## src/rtl/mlp_stream_loader_if.sv

```systemverilog
`default_nettype none
// ============================================================================
// mlp_stream_loader_if : feature stream, classifier bus and result handshake
// Revision: 1.0
// ============================================================================
interface mlp_stream_loader_if #(
    parameter int NUM_A    = 16,
    parameter int WIDTH_A  = 4,
    parameter int OUTWIDTH = 4,
    parameter int COUNT_W  = 16
);
    logic                       clr;
    logic                       in_valid;
    logic                       in_ready;
    logic [WIDTH_A-1:0]         in_data;
    logic [NUM_A*WIDTH_A-1:0]   inp_bus;
    logic [OUTWIDTH-1:0]        cls_in;
    logic                       res_valid;
    logic                       res_ready;
    logic [OUTWIDTH-1:0]        res_class;
    logic                       busy;
    logic [COUNT_W-1:0]         vec_count;

    modport master (
        output clr, in_valid, in_data, cls_in, res_ready,
        input  in_ready, inp_bus, res_valid, res_class, busy, vec_count
    );

    modport slave (
        input  clr, in_valid, in_data, cls_in, res_ready,
        output in_ready, inp_bus, res_valid, res_class, busy, vec_count
    );
endinterface
`default_nettype wire

```

## src/rtl/mlp_stream_loader.sv

```systemverilog
`default_nettype none
// ============================================================================
// mlp_stream_loader : packs streamed features for the MLP classifier, waits a
// settle window, captures the class and returns it on a result handshake.
// Revision: 1.0
// ============================================================================
module mlp_stream_loader #(
    parameter int NUM_A         = 16,
    parameter int WIDTH_A       = 4,
    parameter int OUTWIDTH      = 4,
    parameter int SETTLE_CYCLES = 4,
    parameter int COUNT_W       = 16
) (
    input  logic                  clk,
    input  logic                  rst_n,
    mlp_stream_loader_if.slave    bus
);
    localparam int IDX_W = (NUM_A > 1) ? $clog2(NUM_A) : 1;
    localparam logic [IDX_W-1:0] C_LAST_IDX  = IDX_W'(NUM_A - 1);
    localparam logic [7:0]       C_SETTLE_LD = 8'(SETTLE_CYCLES - 1);

    typedef enum logic [1:0] {
        ST_LOAD   = 2'd0,
        ST_SETTLE = 2'd1,
        ST_RESULT = 2'd2
    } state_t;

    state_t                     r_state;
    state_t                     w_state_nxt;
    logic [IDX_W-1:0]           r_idx;
    logic [7:0]                 r_settle_cnt;
    logic [NUM_A*WIDTH_A-1:0]   r_inp_bus;
    logic [OUTWIDTH-1:0]        r_res_class;
    logic                       r_res_valid;
    logic [COUNT_W-1:0]         r_vec_count;
    logic                       w_in_ready;
    logic                       w_accept;
    logic                       w_slot_we;
    logic                       w_consume;

    // Gating with rst_n keeps the upstream from seeing a ready it cannot use.
    assign w_in_ready = (r_state == ST_LOAD) && rst_n;
    assign w_accept   = bus.in_valid && w_in_ready;
    assign w_slot_we  = w_accept && !bus.clr;
    assign w_consume  = r_res_valid && bus.res_ready;

    always_ff @(posedge clk) begin
        if (!rst_n) begin
            r_state <= ST_LOAD;
        end else begin
            r_state <= w_state_nxt;
        end
    end

    always_comb begin
        w_state_nxt = r_state;
        case (r_state)
            ST_LOAD: begin
                if (w_accept && (r_idx == C_LAST_IDX)) begin
                    w_state_nxt = ST_SETTLE;
                end
            end
            ST_SETTLE: begin
                if (r_settle_cnt == 8'd0) begin
                    w_state_nxt = ST_RESULT;
                end
            end
            ST_RESULT: begin
                if (w_consume) begin
                    w_state_nxt = ST_LOAD;
                end
            end
            default: w_state_nxt = ST_LOAD;
        endcase
        if (bus.clr) begin
            w_state_nxt = ST_LOAD;
        end
    end

    always_ff @(posedge clk) begin
        if (!rst_n) begin
            r_idx        <= '0;
            r_settle_cnt <= 8'd0;
            r_res_class  <= '0;
            r_res_valid  <= 1'b0;
            r_vec_count  <= '0;
        end else if (bus.clr) begin
            r_idx       <= '0;
            r_res_valid <= 1'b0;
        end else begin
            case (r_state)
                ST_LOAD: begin
                    if (w_accept) begin
                        if (r_idx == C_LAST_IDX) begin
                            r_idx        <= '0;
                            r_settle_cnt <= C_SETTLE_LD;
                        end else begin
                            r_idx <= r_idx + 1'b1;
                        end
                    end
                end
                ST_SETTLE: begin
                    if (r_settle_cnt == 8'd0) begin
                        r_res_class <= bus.cls_in;
                        r_res_valid <= 1'b1;
                    end else begin
                        r_settle_cnt <= r_settle_cnt - 8'd1;
                    end
                end
                ST_RESULT: begin
                    if (w_consume) begin
                        r_res_valid <= 1'b0;
                        r_vec_count <= r_vec_count + COUNT_W'(1);
                    end
                end
                default: ;
            endcase
        end
    end

    // Each slot only loads on its own index; untouched slots hold old data.
    generate
        for (genvar i = 0; i < NUM_A; i++) begin : g_slot
            always_ff @(posedge clk) begin
                if (!rst_n) begin
                    r_inp_bus[i*WIDTH_A +: WIDTH_A] <= '0;
                end else if (w_slot_we && (r_idx == IDX_W'(i))) begin
                    r_inp_bus[i*WIDTH_A +: WIDTH_A] <= bus.in_data;
                end
            end
        end
    endgenerate

    assign bus.in_ready  = w_in_ready;
    assign bus.inp_bus   = r_inp_bus;
    assign bus.res_valid = r_res_valid;
    assign bus.res_class = r_res_class;
    assign bus.vec_count = r_vec_count;
    assign bus.busy      = (r_state != ST_LOAD) || (r_idx != '0);

endmodule
`default_nettype wire

```

## src/flat_wrapper.sv

```systemverilog
// flat-port wrapper written by rule: the top's interface ports become plain ports
module mlp_stream_loader_flat 
#(
    parameter int NUM_A         = 16,
    parameter int WIDTH_A       = 4,
    parameter int OUTWIDTH      = 4,
    parameter int SETTLE_CYCLES = 4,
    parameter int COUNT_W       = 16
)
  (clk, rst_n, bus_clr, bus_in_valid, bus_in_data, bus_cls_in, bus_res_ready, bus_in_ready, bus_inp_bus, bus_res_valid, bus_res_class, bus_busy, bus_vec_count);
  mlp_stream_loader_if #(.NUM_A(NUM_A), .WIDTH_A(WIDTH_A), .OUTWIDTH(OUTWIDTH), .COUNT_W(COUNT_W)) bus_i ();
  input  logic clk;
  input  logic rst_n;
  input wire logic [$bits(bus_i.clr)-1:0] bus_clr;
  input wire logic [$bits(bus_i.in_valid)-1:0] bus_in_valid;
  input wire logic [$bits(bus_i.in_data)-1:0] bus_in_data;
  input wire logic [$bits(bus_i.cls_in)-1:0] bus_cls_in;
  input wire logic [$bits(bus_i.res_ready)-1:0] bus_res_ready;
  output wire logic [$bits(bus_i.in_ready)-1:0] bus_in_ready;
  output wire logic [$bits(bus_i.inp_bus)-1:0] bus_inp_bus;
  output wire logic [$bits(bus_i.res_valid)-1:0] bus_res_valid;
  output wire logic [$bits(bus_i.res_class)-1:0] bus_res_class;
  output wire logic [$bits(bus_i.busy)-1:0] bus_busy;
  output wire logic [$bits(bus_i.vec_count)-1:0] bus_vec_count;
  assign bus_i.clr = bus_clr;
  assign bus_i.in_valid = bus_in_valid;
  assign bus_i.in_data = bus_in_data;
  assign bus_i.cls_in = bus_cls_in;
  assign bus_i.res_ready = bus_res_ready;
  assign bus_in_ready = bus_i.in_ready;
  assign bus_inp_bus = bus_i.inp_bus;
  assign bus_res_valid = bus_i.res_valid;
  assign bus_res_class = bus_i.res_class;
  assign bus_busy = bus_i.busy;
  assign bus_vec_count = bus_i.vec_count;
  mlp_stream_loader #(.NUM_A(NUM_A), .WIDTH_A(WIDTH_A), .OUTWIDTH(OUTWIDTH), .SETTLE_CYCLES(SETTLE_CYCLES), .COUNT_W(COUNT_W)) u_core (.clk(clk), .rst_n(rst_n), .bus(bus_i));
endmodule
```

## config.mk

```make
export PLATFORM = sky130hd
export DESIGN_NAME = mlp_stream_loader_flat
export DESIGN_NICKNAME = d
export VERILOG_FILES = /design/src/rtl/mlp_stream_loader_if.sv /design/src/rtl/mlp_stream_loader.sv /design/src/flat_wrapper.sv
export SDC_FILE = /design/constraint.sdc
export NUM_CORES = 1
export LEC_CHECK = 0
export ABC_AREA = 1
export BUFFER_PORTS_ARGS = -buffer_cell sky130_fd_sc_hd__buf_4
export CAP_MARGIN = 20
export CORE_MARGIN = 1
export CORE_UTILIZATION = 40
export DETAILED_ROUTE_END_ITERATION = 10
export PLACE_DENSITY_LB_ADDON = 0.15
export SKIP_CTS_REPAIR_TIMING = 1
export SLEW_MARGIN = 20
export SYNTH_ARGS = -nofsm -noshare
export SYNTH_HDL_FRONTEND = slang
export SYNTH_SLANG_ARGS = --single-unit
export TNS_END_PERCENT = 1
```

## constraint.sdc

```tcl
create_clock -name clk -period 2.12 [get_ports clk]
set_clock_uncertainty 0.15 [all_clocks]
set_input_delay 0.106 -clock clk [delete_from_list [all_inputs] [get_ports clk]]
set_output_delay 0.106 -clock clk [all_outputs]
set_load 0.01 [all_outputs]
```

## Word level (Yosys, flattened, before mapping)

Cells that the tools add are included.

| cells by class | value |
|---|---|
| $add $sub $neg | 3 |
| multiply operators | 0 |
| div/mod/pow operators | 0 |
| order comparisons | 0 |
| eq/ne operators | 23 |
| shift operators | 0 |
| multiplexer cells | 12 |
| bitwise gates (word level) | 2 |
| reduce and logical (&&, ||, !) cells | 37 |

Operators with widths:

| kind | count |
|---|---|
| 4-bit == test, second input constant | 8 |
| 8-bit two-way mux | 3 |
| 1-bit logical AND | 21 |
| 16-bit by 1-bit adder with 16-bit output, second input constant | 1 |
| 4-bit by 3-bit == test with 1-bit output, second input constant | 4 |
| 8-bit case mux with 2 select lines | 1 |
| 3-bit AND reduction | 4 |
| 4-bit by 2-bit == test with 1-bit output, second input constant | 2 |
| 8-bit logical NOT | 1 |
| 8-bit by 1-bit subtractor with 8-bit output, second input constant | 1 |
| 2-bit two-way mux | 3 |
| 2-bit by 1-bit inequality test with 1-bit output, second input constant | 3 |
| 2-bit inequality test, second input constant | 3 |
| 2-bit case mux with 3 select lines | 1 |
| 2-bit nonzero test | 3 |
| 5-bit AND reduction | 1 |
| 4-bit by 1-bit adder with 4-bit output, second input constant | 1 |
| 4-bit by 1-bit == test with 1-bit output, second input constant | 1 |
| 4-bit logical NOT | 1 |
| 4-bit two-way mux | 1 |
| 4-bit nonzero test | 1 |
| 2-bit by 1-bit == test with 1-bit output, second input constant | 1 |
| 2-bit == test, second input constant | 1 |
| 2-bit logical NOT | 1 |
| other kinds (7) | 9 |

| storage, ports and cells | value |
|---|---|
| register bits | 99 |
| latch bits | 0 |
| bits in writable memories | 0 |
| bits in read-only memories | 0 |
| bits of input ports | 13 |
| output and inout bits | 87 |
| logic and storage cells | 99 |
| memories kept | 0 |

## Logic depth before layout (Yosys ltp)

Gate-level depths: netlist of the first run.

| logic depth | value |
|---|---|
| word-level depth | 6 |
| gate-level depth with buffers | 11 |

## Worst setup path after synthesis of the first run

OpenSTA, ideal clock, no wires.

| timing | value |
|---|---|
| path type | register -> register |
| start | reg u_core.r_state[0] |
| end | reg u_core.r_inp_bus[33], in the netlist u_core.bus.inp_bus[33] |
| library setup time | 0.113 ns |
| arrival | 1.417 ns |
| required time | 1.857 ns |
| path slack | 0.439 ns |
| cell stages (with the launch flop) | 12 |
| buffers on the path | 0 |
| clock period less this slack | 1.681 ns |
| cell sequence | dfxtp_1 inv_1 ha_1 nand2_1 nor2_2 inv_2 nor2_8 nand2_4 nor2_4 inv_2 nor2_1 nor2_1 |

| between the ends | value |
|---|---|
| cells in the longest elaborated chain, start to end | 5 |

Ends and longest elaborated chain:

| what | line | source |
|---|---|---|
| from (decl) | mlp_stream_loader.sv:28 | `state_t r_state;` |
| from (signal assigned) | mlp_stream_loader.sv:51 | `r_state <= w_state_nxt;` |
| 2-bit logical NOT | mlp_stream_loader.sv:42 | `assign w_in_ready = (r_state == ST_LOAD) && rst_n;` |
| 1-bit logical AND | mlp_stream_loader.sv:42 |  |
| 1-bit logical AND | mlp_stream_loader.sv:43 | `assign w_accept = bus.in_valid && w_in_ready;` |
| 1-bit logical AND | mlp_stream_loader.sv:44 | `assign w_slot_we = w_accept && !bus.clr;` |
| 1-bit logical AND | mlp_stream_loader.sv:127 | `end else if (w_slot_we && (r_idx == IDX_W'(i))) begin` |
| to (signal, indexed assignment) | mlp_stream_loader.sv:128 | `r_inp_bus[i*WIDTH_A +: WIDTH_A] <= bus.in_data;` |
| to (decl) | mlp_stream_loader.sv:32 | `logic [NUM_A*WIDTH_A-1:0] r_inp_bus;` |

No other way between the ends.
A chain may end at the register's enable or synchronous reset.

## Worst setup path in the final report of the first run

| timing | value |
|---|---|
| start | reg u_core.r_state[1] |
| end | reg u_core.r_settle_cnt[4] |

| between the ends | value |
|---|---|
| cells in the longest elaborated chain, start to end | 5 |
| elaborated cells between the ends (all ways) | 10 |
| classes of those cells | eq/ne (4); mux (1); reduce/logical (5) |

Ends and longest elaborated chain:

| what | line | source |
|---|---|---|
| 2-bit logical NOT | mlp_stream_loader.sv:42, mlp_stream_loader.sv:91 |  |
| 1-bit logical AND | mlp_stream_loader.sv:42 |  |
| 1-bit logical AND | mlp_stream_loader.sv:43 |  |
| 2-bit by 1-bit inequality test with 1-bit output (no source line) | n/a |  |
| 5-bit AND reduction (no source line) | n/a |  |
| to (signal assigned) | mlp_stream_loader.sv:107 | `r_settle_cnt <= r_settle_cnt - 8'd1;` |
| to (decl) | mlp_stream_loader.sv:31 | `logic [7:0] r_settle_cnt;` |

Several ways; a longest one is shown, not always the timed one.

==> flow_metrics.tcl, run 1 <==
set metrics [dict create \
    status "finished clean" \
    die_w_um 106 \
    die_area_um2 11200 \
    cp_max_fo 12 \
    grt_max_degree 65 \
    synth.avg_cell_area_um2 7.21 \
    cp.required_ns 2.23 \
    worstSetupPathType "flip-flop to flip-flop" \
    fin_crit_sh_pct 90.5 \
    synth.area.top_cells "dfxtp_1 (46%), nor2_1 (17%), o21ai_0 (9.6%)" \
    rsz0062_at_grt "no" \
    tightest_slew_ns 0.515 \
    placedInstanceArea_um2 5160 \
    track_usage_pct 19.4 \
    tns_ns 0 \
    fmax_mhz 521 \
    total_leakage_power_nw 2.53 \
    die_h_um 106 \
    synth_ff_type "dfxtp_1" \
    clock_sinks 99 \
    slowest_stage "dfxtp_1" \
    io_pins 100 \
    hold_path_class "input port to flip-flop" \
    hold_viol 0 \
    syn_to_final_growth_pct 27.0 \
    drt_iter0_drc 194 \
    design_area_um2 5480 \
    grt_pass1_vias 3862 \
    cts_buffer_depth 2 \
    p_per_area_nw_per_um2 611 \
    crit_chain "inv_1 -> ha_1 -> nand2_1 -> nor2_2 -> nand2_1 -> nand2_2 -> nand3_2 -> o21ai_0 -> nor2_1" \
    ys_types 29 \
    worstSetupStartpointType "flip-flop" \
    via_count 4029 \
    cpMostUsedCell "nand2_1" \
    avgViaCountPerCell 4.77 \
    clk_latency_ns 0.37 \
    cts_tree "yes" \
    drive_above_1_share_pct 21.3 \
    start_util_pct 41.6 \
    fin_util_pct 52.8 \
    core_um2 10400 \
    globalplace.congestion 0.812 \
    slew_headroom_pct 65.6 \
    wl_per_cell_um 12.4 \
    synthCells 598 \
    cap_viol_max_count 0 \
    finalCriticalPeriod_ns 1.92 \
    yosysSeqAreaShare_pct 46.0 \
    ant_nets 0 \
    async_reset_ff_share_pct 0 \
    drv_slew 0 \
    num_antenna_cells 0 \
    endpoint_kind "flip-flop" \
    seq_area_um2 1980 \
    cts-root-buf "clkbuf_8" \
    syn-num-nets 621 \
    synthXorXnorAreaFrac_pct 0.609 \
    synth-edff-count 0 \
    dr.pass1.iters 5 \
    numCtsBuffers 9 \
    num_rows 37 \
    synth_top_family_by_area "simple AND/OR/NAND/NOR gates" \
    synth_seq_cells 99 \
    yosys-top-cells-count "nor2_1 (190), dfxtp_1 (99), o21ai_0 (83), nand2_1 (57), inv_1 (51)" \
    drt_wl_total_mm 10.4 \
    synthAdderAreaFrac_pct 2.90 \
    htreeDepth 3 \
    nNetsFinal 727 \
    drc_errors 0 \
    slowest_delay_ns 0.33 \
    arrival_ns 2.03 \
    synthMuxAreaShare_pct 0 \
    yosysTopAreaCell "dfxtp_1" \
    synth_compound_area_share_pct 12.6 \
    dp_hpwl_mm 7.51 \
    antenna_found_initial 0 \
    clkSlewWorstSetupHoldPaths_ns 0.10 \
    yosys.cell_count.top_type "nor2_1" \
    fillers 1042 \
    synth_warnings 0 \
    grt_overflow_total 0 \
    grt_pass1_wl_mm 17.6 \
    synth_top_area_share_pct 46.0 \
    yosys.area_share.simple_pct 30.4 \
    setup_violations 0 \
    multi_input_comb_area_um2 2010 \
    port_buffers 99 \
    ir_drop_mv 0.333 \
    totalPowerFinal_mw 3.35 \
    synth_area_um2 4310 \
]
layout make-up:
| class | instances | area share, % |
|---|---|---|
| multi-input cells | 418 | 36.6 |
| flip-flops and latches | 99 | 36.2 |
| repair buffers | 112 | 15.8 |
| inverters | 64 | 4.39 |
| well taps | 136 | 3.11 |
| clock buffers | 10 | 2.33 |
| clock inverters | 5 | 1.58 |
final timing paths:
kind | startpoint | to | slack, ns | depth (start not counted)
worst max-delay path | u_core.r_state[1]$_SDFFE_PP0P_ | u_core.r_settle_cnt[4]$_SDFFE_PN0P_ | 0.20 | 9
worst min-delay path | bus_res_ready | u_core.bus.vec_count[7]$_SDFFE_PN0P_ | 0.11 | 5
worst max register to register | u_core.r_state[1]$_SDFFE_PP0P_ | u_core.r_settle_cnt[4]$_SDFFE_PN0P_ | 0.20 | 9
worst min register to register | u_core.bus.inp_bus[22]$_SDFFE_PN0P_ | u_core.bus.inp_bus[22]$_SDFFE_PN0P_ | 0.34 | 2
state kept, by name (all words and copies together), names as in the netlist:
name,count
u_core.bus.inp_bus,64
u_core.bus.res_class,4
u_core.bus.res_valid,1
u_core.bus.vec_count,16
u_core.r_idx,4
u_core.r_settle_cnt,8
u_core.r_state,2
critical path, delay by kind of cell, from the launching register on:
kind / cells / cell delay (ns)
buffers and inverters: 1 / 0.08
AO/OA/AOI/OAI: 1 / 0.26
adder cells (fa/ha/maj): 1 / 0.24
flip-flops: 1 / 0.33
AND/OR/NAND/NOR: 6 / 0.76
cell usage in the layout (no fill, tap or decap), types with 3 or more instances in the layout:
| cell | n |
|---|---|
| a21oi_1 | 16 |
| buf_4 | 102 |
| clkbuf_8 | 9 |
| dfxtp_1 | 99 |
| dlygate4sd3_1 | 10 |
| ha_1 | 10 |
| inv_1 | 51 |
| inv_2 | 12 |
| nand2_1 | 57 |
| nand2_2 | 3 |
| nand2_4 | 3 |
| nand3_1 | 14 |
| nand4_1 | 11 |
| nor2_1 | 190 |
| nor2_2 | 4 |
| nor2_4 | 11 |
| nor3_1 | 3 |
| o21ai_0 | 82 |
| o21ai_1 | 6 |
cells by family (layout without fill, tap and decap cells):
group,after synthesis,in the layout
adders and majority gates,10,10
and+or+nand+nor,298,298
buffers and inverters,81,191
AOI/OAI and AO/OA,107,107
xor gates and xnor gates,3,3
DFF,99,99
metrics by stage:
stage	std cells	hold WS (ns)	setup WS [ns]
floorplan	598	0.0909	0.439
global placement	819	0.179	0.319
detailed placement	819	0.185	0.187
CTS	834	-0.211	0.177
global route	844	0.146	0.0126
finish	844	0.106	0.201
power breakdown:
| group | switching [mW] | total, mW | internal, mW |
|---|---|---|---|
| combinational | 0.0995 | 0.158 | 0.0588 |
| sequential | 0.00401 | 1.87 | 1.86 |
| clock | 0.654 | 1.32 | 0.668 |
| total | 0.757 | 3.35 | 2.59 |
routing by layer:
layer,GRT usage (%),vias to the layer above,routed length (um)
met5,0,-,0
met4,6.45,0,152
met3,4.95,15,663
met2,32.3,104,4850
met1,24.3,1804,4770
li1,-,2106,-
(Power assumes the default switching activity.)
==> inputs of run 2 (changes only) <==
CAP_MARGIN = default   (was 20)
REMOVE_ABC_BUFFERS = 1   (was default)
clock period = 2.1 ns   (was 2.12 ns; I/O delays follow)
==> flow_metrics.tcl, run 2 (same netlist as run 1, synthesis figures left out) <==
set metrics [dict create \
    status "finished clean" \
    num_rows 37 \
    cap_viol_max_count 0 \
    drt-met1-wl_mm 4.93 \
    core_um2 10400 \
    rsz0062_at_grt "no" \
    tns_ns 0 \
    endpoint_kind "flip-flop" \
    cts_buffer_depth 2 \
    dp.cells 819 \
    tightest_slew_ns 0.554 \
    ant_nets 0 \
    dp_hpwl_mm 7.38 \
    ir_drop_mv 0.277 \
    clk_latency_ns 0.36 \
    globalplace.congestion 0.833 \
    clock_sinks 99 \
    port_buffers 99 \
    total_leakage_power_nw 2.53 \
    track_usage_pct 19.0 \
    hold_viol 0 \
    hold_path_class "input port to flip-flop" \
    fin_crit_sh_pct 90.9 \
    dr_wl_met2_mm 4.86 \
    instances_no_fill 845 \
    antenna_found_initial 0 \
    clkSlewWorstSetupHoldPaths_ns 0.09 \
    cts_tree "yes" \
    cp_max_fo 8 \
    via_count 4055 \
    drive_above_1_share_pct 21.6 \
    largest_register_ffs 64 \
    setup_slack_ns 0.191 \
    drt_iter0_drc 146 \
    cp.required_ns 2.24 \
    num_antenna_cells 0 \
    placedInstanceArea_um2 5160 \
    io_pins 100 \
    p_per_area_nw_per_um2 606 \
    die_w_um 106 \
    worstSetupPathType "flip-flop to flip-flop" \
    wl_met3_um 498 \
    grt_pass1_vias 3604 \
    drt_wl_total_mm 10.4 \
    drc_errors 0 \
    wl_per_cell_um 12.3 \
    die_area_um2 11200 \
    dr.pass1.iters 5 \
    setup_violations 0 \
    design_area_um2 5480 \
    grt_max_degree 68 \
    grt_pass1_wl_mm 17.1 \
    drv_slew 0 \
    grt_overflow_total 0 \
    worstSetupStartpointType "flip-flop" \
    numCtsBuffers 9 \
    nNetsFinal 727 \
    arrival_ns 2.05 \
    finalCriticalPeriod_ns 1.91 \
    dpl_worst_slack_ns 0.167 \
    final_common_cell "nor2_1" \
    slew_headroom_pct 63.0 \
    syn_to_final_growth_pct 27.0 \
    start_util_pct 41.6 \
    htreeDepth 3 \
    avgViaCountPerCell 4.80 \
    cts-root-buf "clkbuf_8" \
    final_cell_mix "nor2_1 (190), buf_4 (102), dfxtp_1 (99), o21ai_0 (83), nand2_1 (57)" \
    totalPowerFinal_mw 3.32 \
    routed.top_layer "met4" \
    die_h_um 106 \
    fmax_mhz 524 \
]
[run 2: cell types whose count changed in the layout (fill, tap and decap cells not counted)]
cell	before	now
bufinv_16	2	1
o21ai_0	82	83
clkinvlp_4	0	1
inv_6	1	3
clkinv_2	0	1
nand3_4	0	1
nand3_2	1	0
inv_8	0	1
clkbuf_1	1	0
o21ai_1	6	5
clkinv_4	2	0
[run 2: area by class of cell]
| type | instances | area, um^2 |
|---|---|---|
| fillers | 1048 | 4890 |
| multi-input cells | 418 | 2010 |
| flip-flops and latches | 99 | 1980 |
| repair buffers | 112 | 866 |
| inverters | 64 | 240 |
| well taps | 136 | 170 |
| clock buffers | 9 | 124 |
| clock inverters | 7 | 80.1 |
[run 2: path summary, 6_finish.rpt]
| path | start | cells past startpoint | end | slack, ns |
|---|---|---|---|---|
| max | u_core.r_state[0]$_SDFFE_PP0P_ | 10 | u_core.bus.inp_bus[15]$_SDFFE_PN0P_ | 0.19 |
| min | bus_res_ready | 5 | u_core.bus.vec_count[13]$_SDFFE_PN0P_ | 0.08 |
| max reg2reg | u_core.r_state[0]$_SDFFE_PP0P_ | 10 | u_core.bus.inp_bus[15]$_SDFFE_PN0P_ | 0.19 |
| min reg2reg | u_core.bus.inp_bus[36]$_SDFFE_PN0P_ | 2 | u_core.bus.inp_bus[36]$_SDFFE_PN0P_ | 0.35 |
[run 2: per-stage QoR]
step           util (%)  hold WS, ns
6_report           52.8       0.0825
5_1_grt            52.8        0.105
4_1_cts            51.8       -0.202
3_5_place_dp       49.8        0.187
3_3_place_gp       49.8        0.178
2_1_floorplan         -       0.0335
[run 2: power breakdown]
group	total (mW)	internal, mW	switching (mW)
clock	1.27	0.570	0.703
combinational	0.160	0.0592	0.101
sequential	1.89	1.88	0.00406
total	3.32	2.51	0.808
[run 2: routing by layer]
layer | track usage, % | vias to the layer above
met5 | 0 | -
met4 | 4.96 | 0
met3 | 4.39 | 9
met2 | 32.0 | 96
met1 | 24.3 | 1852
li1 | - | 2098
[run 2: critical path, stage by stage, from the launching register on]
cell	delay, ns
dfxtp_1	0.34
inv_1	0.08
ha_1	0.25
nand2_1	0.11
nor2_2	0.12
inv_2	0.10
nor2_2	0.19
nand3_1	0.18
inv_1	0.16
nor2_1	0.05
nor2_1	0.10
==> inputs of run 3 (changes only) <==
GPL_ROUTABILITY_DRIVEN = 0   (was default)
clock period = 1.54 ns   (was 2.1 ns; I/O delays follow)
==> flow_metrics.tcl, run 3 (same netlist as run 1, synthesis figures left out) <==
set metrics [dict create \
    swShare_pct 23.1 \
    drt_wl_total_mm 10.9 \
    hold_path_class "input port to flip-flop" \
    start_util_pct 41.6 \
    die_area_um2 11200 \
    cts-root-buf "clkbuf_8" \
    dr.pass1.iters 6 \
    slowest_delay_ns 0.34 \
    drt_iter0_drc 118 \
    die_w_um 106 \
    crit_buf_inv 3 \
    num_antenna_cells 0 \
    arrival_ns 1.87 \
    wl_per_cell_um 12.2 \
    cts_tree "yes" \
    hold_slack_ns 0.0691 \
    num_rows 37 \
    r2r_cells 11 \
    p_int_mw 3.60 \
    grt_pass1_wl_mm 17.7 \
    dp.cells 865 \
    hold_viol 0 \
    ir_drop_mv 0.526 \
    drc_errors 0 \
    setup_slack_ns -0.213 \
    io_pins 100 \
    violations "negative setup slack" \
    rsz0062_at_grt "yes" \
    clock_sinks 99 \
    total_leakage_power_nw 2.77 \
    avgViaCountPerCell 4.65 \
    holdPathStages 4 \
    endpoint_kind "flip-flop" \
    switchingPower_mw 1.08 \
    tightest_slew_ns 0.529 \
    power_frac_clock_pct 39.5 \
    cap_viol_max_count 0 \
    tns_ns -11.01 \
    antenna_found_initial 0 \
    final_cell_mix "nor2_1 (175), buf_4 (151), dfxtp_1 (95), o21ai_0 (74), nand2_1 (54)" \
    cp.depth 11 \
    p_per_area_nw_per_um2 779 \
    track_usage_pct 19.8 \
    syn_to_final_growth_pct 39.2 \
    instances_no_fill 894 \
    numCtsBuffers 9 \
    worstSetupStartpointType "flip-flop" \
    cp_max_fo 5 \
    clk_latency_ns 0.36 \
    final_common_cell "nor2_1" \
    path_delay_family "simple AND/OR/NAND/NOR gates" \
    grt_overflow_total 0 \
    slew_headroom_pct 64.7 \
    cp.required_ns 1.65 \
    drv_slew 0 \
    cts_buffer_depth 2 \
    htreeDepth 3 \
    status "complete, but fails checks" \
    via_count 4160 \
    ant_nets 0 \
    crit_chain "inv_2 -> ha_4 -> nand2_4 -> nor2_4 -> inv_4 -> nor2_8 -> nand2_8 -> nor2_4 -> inv_2 -> nor2_2 -> nor2_1" \
    port_buffers 99 \
    dp_hpwl_mm 7.86 \
    die_h_um 106 \
    finalCriticalPeriod_ns 1.75 \
    fin_crit_sh_pct 114 \
    drive_above_1_share_pct 31.0 \
    grt_pass1_vias 3787 \
    seqPwrFrac_pct 55.0 \
    worstSetupPathType "flip-flop to flip-flop" \
    core_um2 10400 \
    fmax_mhz 570 \
    nNetsFinal 776 \
    setup_violations 93 \
    slowest_stage "dfxtp_2" \
    clkSlewWorstSetupHoldPaths_ns 0.10 \
    pwr-share-comb_pct 5.5 \
    grt_max_degree 67 \
    largest_register_ffs 64 \
]
[run 3: changes by cell type in the layout (fill, tap and decap cells not counted), moves of 4 or more]
cell	before	now
buf_4	102	151
dfxtp_1	99	95
dfxtp_2	0	4
ha_1	10	6
inv_1	51	46
nor2_1	190	175
nor2_2	4	17
o21ai_0	83	74
o21ai_1	5	13
[run 3: per-layer routing]
layer	vias to the layer above	GRT usage [%]	wire, um
met2	102	34.4	5300
met5	-	0	0
li1	2200	-	-
met1	1849	24.9	5000
met4	0	4.76	86
met3	9	4.08	550
[run 3: power by group through the flow]
stage          Combinational (mW)  Sequential (mW)  Clock, mW
2_1_floorplan              0.0715             2.64          0
3_3_place_gp                0.210             2.63          0
3_5_place_dp                0.213             2.63          0
4_1_cts                     0.213             2.57       1.90
5_1_grt                     0.282             2.58       2.02
6_report                    0.255             2.57       1.85
[run 3: final timing paths]
check,from,slack [ns],endpoint
max,u_core.r_state[1]$_SDFFE_PP0P_,-0.21,u_core.bus.inp_bus[19]$_SDFFE_PN0P_
min,rst_n,0.07,u_core.bus.inp_bus[12]$_SDFFE_PN0P_
max reg2reg,u_core.r_state[1]$_SDFFE_PP0P_,-0.21,u_core.bus.inp_bus[19]$_SDFFE_PN0P_
min reg2reg,u_core.bus.inp_bus[36]$_SDFFE_PN0P_,0.34,u_core.bus.inp_bus[36]$_SDFFE_PN0P_
[run 3: cell type report]
class | count | area, um^2
multi-input combinational | 418 | 2140
inverter | 64 | 250
clock inverter | 5 | 86.3
sequential | 99 | 1990
timing repair buffer | 161 | 1230
tap | 136 | 170
clock buffer | 11 | 131
fill | 964 | 4370
[run 3: per-stage QoR]
step / util, % / setup slack, ns / instance area, um^2 / power (mW)
CTS: 55.2 / -0.263 / 5730 / 4.68
floorplan: - / -0.140 / 4230 / 2.71
finish: 57.9 / -0.213 / 6000 / 4.68
global route: 57.9 / -0.312 / 6000 / 4.88
global placement: 53.1 / -0.117 / 5510 / 2.84
detailed placement: 53.1 / -0.219 / 5510 / 2.85
[run 3: worst min-delay path: stages]
cell and delay [ns]:
buf_4 0.14, buf_4 0.20, o21ai_0 0.09, nor2_1 0.04
